**config.mk**
```make
export PLATFORM = sky130hd
export DESIGN_NAME = updown_counter_n
export DESIGN_NICKNAME = d
export VERILOG_FILES = /design/src/rtl/updown_counter_n.sv
export SDC_FILE = /design/constraint.sdc
export NUM_CORES = 1
export LEC_CHECK = 0
export ABC_AREA = 1
export BUFFER_PORTS_ARGS = -buffer_cell sky130_fd_sc_hd__buf_2
export CORE_ASPECT_RATIO = 0.7
export CORE_MARGIN = 2
export CORE_UTILIZATION = 50
export DETAILED_ROUTE_END_ITERATION = 10
export PLACE_DENSITY = 0.73
export SLEW_MARGIN = 20
export SYNTH_ARGS = -nofsm -noshare
export SYNTH_HDL_FRONTEND = slang
export SYNTH_SLANG_ARGS = --single-unit
```
**constraint.sdc**
```tcl
create_clock -name clk -period 2.7 [get_ports clk]
set_clock_uncertainty 0.05 [all_clocks]
set_input_delay 0.54 -clock clk [delete_from_list [all_inputs] [get_ports clk]]
set_output_delay 0.54 -clock clk [all_outputs]
set_load 0.03 [all_outputs]
```
**src/rtl/updown_counter_n.sv**
```systemverilog
// updown_counter_n: up/down counter over 0..max_val with load, terminal count and sticky wrap flag.
// Defining COUNTER_SAT_EN adds a sat input; when sat=1 the counter saturates instead of wrapping.
module updown_counter_n #(
    parameter int WIDTH = 8
) (
    input  logic             clk,
    input  logic             reset_n,
    input  logic             en,
    input  logic             load,
    input  logic             up,
    input  logic             oe,
`ifdef COUNTER_SAT_EN
    input  logic             sat,
`endif
    input  logic [WIDTH-1:0] d,
    input  logic [WIDTH-1:0] max_val,
    output logic [WIDTH-1:0] y,
    output logic             tc,
    output logic             ovf
);
    logic [WIDTH-1:0] cnt_q, cnt_d;
    logic             ovf_q, ovf_d;
    logic             sat_on;
    logic             at_top, at_bot, above;

`ifdef COUNTER_SAT_EN
    assign sat_on = sat;
`else
    assign sat_on = 1'b0;
`endif

    assign at_top = cnt_q >= max_val;
    assign at_bot = cnt_q == '0;
    assign above  = cnt_q > max_val;

    // Next count and wrap flag; load beats enable, and a count above a lowered limit is pulled back in range.
    always_comb begin
        cnt_d = cnt_q;
        ovf_d = ovf_q;
        if (load) begin
            cnt_d = (d > max_val) ? max_val : d;
            ovf_d = 1'b0;
        end else if (en) begin
            if (up) begin
                if (at_top) begin
                    cnt_d = sat_on ? max_val : '0;
                    ovf_d = 1'b1;
                end else begin
                    cnt_d = cnt_q + WIDTH'(1);
                end
            end else if (above) begin
                cnt_d = max_val;
            end else if (at_bot) begin
                cnt_d = sat_on ? '0 : max_val;
                ovf_d = 1'b1;
            end else begin
                cnt_d = cnt_q - WIDTH'(1);
            end
        end
    end

    // State registers with asynchronous clear.
    always_ff @(posedge clk or negedge reset_n) begin
        if (!reset_n) begin
            cnt_q <= '0;
            ovf_q <= 1'b0;
        end else begin
            cnt_q <= cnt_d;
            ovf_q <= ovf_d;
        end
    end

    assign tc  = en & ((up & at_top) | (~up & at_bot));
    assign y   = oe ? cnt_q : '0;
    assign ovf = ovf_q;
endmodule

```
# --- Word-level counts from Yosys, hierarchy flattened ---
# Index checks and enable logic that the tools add are counted.
word_totals:
  register_bits: 9
  latch_bits: 0
  mem_bits_rw: 0
  rom_bits: 0
  inputBits: 22
  output_inout_bits: 10
  n_memories: 0
op_classes:
  add_sub_neg: 2
  n_mul: 0
  n_div: 0
  n_lt_le_gt_ge: 3
  n_eq_ne: 2
  n_shift: 0
  muxes: 14
  bitwise_logic: 5
  reduce_logical: 4
ops:
  columns: ["cell", "count"]
  rows:
  - ["$mux W8", 8]
  - ["$gt A8 B8 Y1", 2]
  - ["$add A8 B1 Y8 const B", 1]
  - ["$ge A8 B8 Y1", 1]
  - ["$logic_not A8 Y1", 1]
  - ["$sub A8 B1 Y8 const B", 1]
  - ["$mux W1", 6]
  - ["$reduce_and A4 Y1", 1]
  - ["$and A1 B1 Y1", 3]
  - ["$ne A3 B2 Y1 const B", 1]
  - ["$ne A3 B3 Y1 const B", 1]
  - ["$reduce_bool A3 Y1", 1]
  - ["$reduce_bool A2 Y1", 1]
  - ["$not A1 Y1", 1]
  - ["$or A1 B1 Y1", 1]

# --- Longest topological paths before layout ---
depth:
  depth_word: 6
  mapped_depth: 16
  mapped_depth_nobuf: 16

# --- Least setup slack after synthesis ---
# OpenSTA, ideal clock, no wires.
synth_timing:
  kind: "input -> output"
  start: "input port max_val[7]"
  end: "output port tc"
  t_arrival_ns: 1.653
  required_ns: 2.110
  slack_ns: 0.457
  path_stages: 8
  n_path_buf: 0
  cell_sequence: "inv_1 -> ha_1 -> nand2_1 -> nor2_1 -> nand2_1 -> nand2_1 -> o211ai_1 -> inv_1"
synth_via:
  elab_chain_cells: 4
synth_lines:
  columns: ["element", "line", "source"]
  rows:
  - ["start: declaration", "16", "input logic [WIDTH-1:0] max_val,"]
  - ["$ge A8 B8 Y1", "32", "assign at_top = cnt_q >= max_val;"]
  - ["$and A1 B1 Y1", "73", "assign tc = en & ((up & at_top) | (~up & at_bot));"]
  - ["$or A1 B1 Y1", "73", null]
  - ["$and A1 B1 Y1", "73", null]
  - ["end: declaration", "18", "output logic tc,"]
# Every way passes these cells.

# --- Worst setup path in the final report ---
layout_timing:
  start: "register cnt_q[0]"
  end: "output port tc"
layout_via:
  elab_chain_cells: 4
layout_lines:
  columns: ["element", "line", "source"]
  rows:
  - ["start: declaration", "21", "logic [WIDTH-1:0] cnt_q, cnt_d;"]
  - ["start signal: assignment", "68", "cnt_q <= cnt_d;"]
  - ["$ge A8 B8 Y1 or $logic_not A8 Y1 (tied branches)", "32, 33", null]
  - ["$and A1 B1 Y1", "73", null]
  - ["$or A1 B1 Y1 (*)", "73", null]
  - ["$and A1 B1 Y1 (*)", "73", null]
# Mark *: on every way between the ends. The rest lies on a longest branch, timed or not.

==> impl_metrics.toml <==
[place]
dp_hpwl_mm = 3.967
numPortBuffers = 31
place_congestion = 0.9744

[clock_network]
cts_buffers = 3
cts.sinks = 9
cts.clk_slew.worst_paths_ns = 0.04
cts_hold_buffers = 0
insertion_delay_ns = 0.23
cts_setup_buffers = 0
cts_tree = "done"
cts_resized = 0
htree_num_levels = 1
clockRootBuffer = "clkbuf_8"
cts.path.max_buffers = 2

[timing]
hold_violations = 0
setup_tns_ns = 0
worst_pin_slew_ns = 0.4215
setup_violations = 0
post-route-period-util_pct = 91.50
clock.fmax_ghz = 0.4048
drv_slew = 0
rsz0062_at_grt = "no"
post-route-min-period_ns = 2.471
relSlewSlack_pct = 71.80

[setup_path]
cp_slowest_stage_delay_ns = 0.39
critical_path_required_ns = 2.11
cp-end-kind = "primary output"
path_class = "reg2out"
crit_chain = "inv_1, ha_1, nand2_1, nor2_4, nand2_4, nand2_1, o211ai_1, inv_1, buf_2"
crit_fanout = 12
cp_data_arrival_time_ns = 1.88
cp_top_family = "simple AND/OR/NAND/NOR gates"
cpMaxStageDelayCell = "dfrtp_1"
start_kind = "flip-flop"
critical_path_buf_inv_count = 3

[floorplanning]
die_area_sq_mm = 0.003869
die_h_microns = 52.65
pin_count = 32
core_sq_mm = 0.003191
core.rowCount = 17
start_util_pct = 52.98
die_x_microns = 73.50

[logic_synthesis]
synth_fp_nets = 337
avgSynthCellArea_sq_um = 5.711
yosys.area.top_type = "nand2_1"
synth_seq_cells = 9
ys_warn_count = 0
synth_cell_types = 28
syn_area_sq_mm = 0.001690
synth_top_area_share_pct = 22.21
synthTopCellsByArea = "nand2_1 (22%), ha_1 (14%), dfrtp_1 (13%)"
synth_cells = 296
ys_seq_area_share_pct = 13.32

[route]
drtAntennaViolNets = 0
drc = 0
drtIter0Drc = 167
drtPass1Iterations = 5
viasPerCell = 5.206
wirelength_mm = 4.946
vias = 1921
avgRoutedWirePerCell_microns = 13.40

[final_layout]
area.growth.synth_to_final_pct = 14.58
fin_nets = 373
multi_input_area_sq_mm = 0.001257
final_layout_size_suffix_gt1_share_pct = 17.22
final_util_pct = 60.71
nFillCells = 331
regArea_sq_um = 225.2
antennaDiodeCount = 0

[global_route]
gr-usage-all-layers_pct = 27.63
grt_max_degree = 16
grt-ovfl-total = 0
grt_pass1_vias = 1666
antenna_found_initial = 0
grt_first_pass_wirelength_mm = 8.059

[power]
power.density_mw_per_mm2 = 538.2
ir_worst_vdd_uv = 419.7
leakage_nw = 1.205

[status]
status = "finished, final reports clean"

[hold_path]
hp-class = "in2async"

[flow_run]
cap_viol_max_count = 0
==> synth_stat cells <==
library cell,number
buf_4,1
o211ai_1,2
nor2_1,41
nand2_1,100
o21ai_2,2
nand4_2,1
o21ai_0,3
a21o_1,1
buf_6,3
buf_2,1
inv_1,37
nand2_2,4
inv_2,3
a21oi_1,20
o21ai_1,2
a21oi_2,2
nand4_1,5
nor2_8,1
o21a_1,1
o21bai_1,1
xor2_1,4
nand2_4,2
ha_1,19
nand3_1,27
clkinv_1,1
nor2_4,1
clkbuf_1,2
dfrtp_1,9
==> placed cells by master, fill, tap and decap left out, drive strengths merged <==
cell type,count
a21o,1
o21a,1
inv,40
nor2,43
clkbuf,4
nand4,6
o211ai,2
o21ai,7
xor2,4
a21oi,22
nand3,27
clkinv,1
nand2,106
ha,19
buf,38
o21bai,1
dfrtp,9
==> power by group <==
group          switching, mW  internal [mW]  leakage, nW
logic                  0.446          0.240         1.07
clock network         0.0475          0.102       0.0228
registers             0.0452          0.162        0.108
total                  0.538          0.504         1.21
==> path summary, 6_finish.rpt <==
kind                           from  endpoint  slack (ns)  cells past startpoint
setup / recovery           cnt_q[0]        tc        0.23                      9
hold / removal              reset_n  cnt_q[7]        0.10                      1
setup reg to reg           cnt_q[3]  cnt_q[1]        0.55                     15
hold reg to reg                 ovf       ovf        0.47                      2
max in group asynchronous   reset_n  cnt_q[2]        2.32                      1
min in group clk                ovf       ovf        0.47                      2
==> cell families after synthesis <==
group                    synth area share (%)
AND/OR/NAND/NOR                         46.56
buffers and inverters                   12.29
AO/OA/AOI/OAI                           11.70
adder cells (fa/ha/maj)                 14.06
flip-flops                              13.32
XOR/XNOR                                2.072
==> worst reg2reg max path, delay by kind of cell, from the launching register on <==
kind	cells	cell delay, ns
and+or+nand+nor	11	0.85
buffers and inverters	2	0.20
DFF	1	0.52
AOI/OAI and AO/OA	1	0.14
adders and majority gates	1	0.32
==> stage by stage <==
stage                     total power [mW]  instance area (sq um)  setup slack [ns]  hold slack (ns)  instances
after floorplan                     0.6907                   1690            0.4565           0.1944        296
after global placement              0.8768                   1892            0.2487           0.3421        365
after detailed placement            0.8800                   1892            0.2696           0.3467        365
after CTS                            1.037                   1937            0.2400           0.1015        369
after global routing                 1.145                   1937           0.09501           0.1087        369
final                                1.042                   1937            0.2294           0.1016        369
==> registers in the layout (all words and copies together) (netlist names) <==
signal / cells
ovf: 1
cnt_q: 8
==> final cells by class <==
| class | count | share of cell area (%) |
|---|---|---|
| Multi-Input combinational cell | 239 | 64.92 |
| Sequential cell | 9 | 11.63 |
| Timing Repair Buffer | 38 | 10.72 |
| Inverter | 41 | 7.946 |
| Tap cell | 38 | 2.455 |
| Clock buffer | 4 | 2.326 |
==> metal layers <==
metal  vias to the layer above  wire length (microns)  GRT usage, %
met3                         2                    393         2.308
met2                        87                   1995         40.33
met1                       824                   2547         43.15
li1                       1008                      -             -
met5                         -                      0             0
met4                         0                     10         6.061
Power figures use the tool's default switching activity.
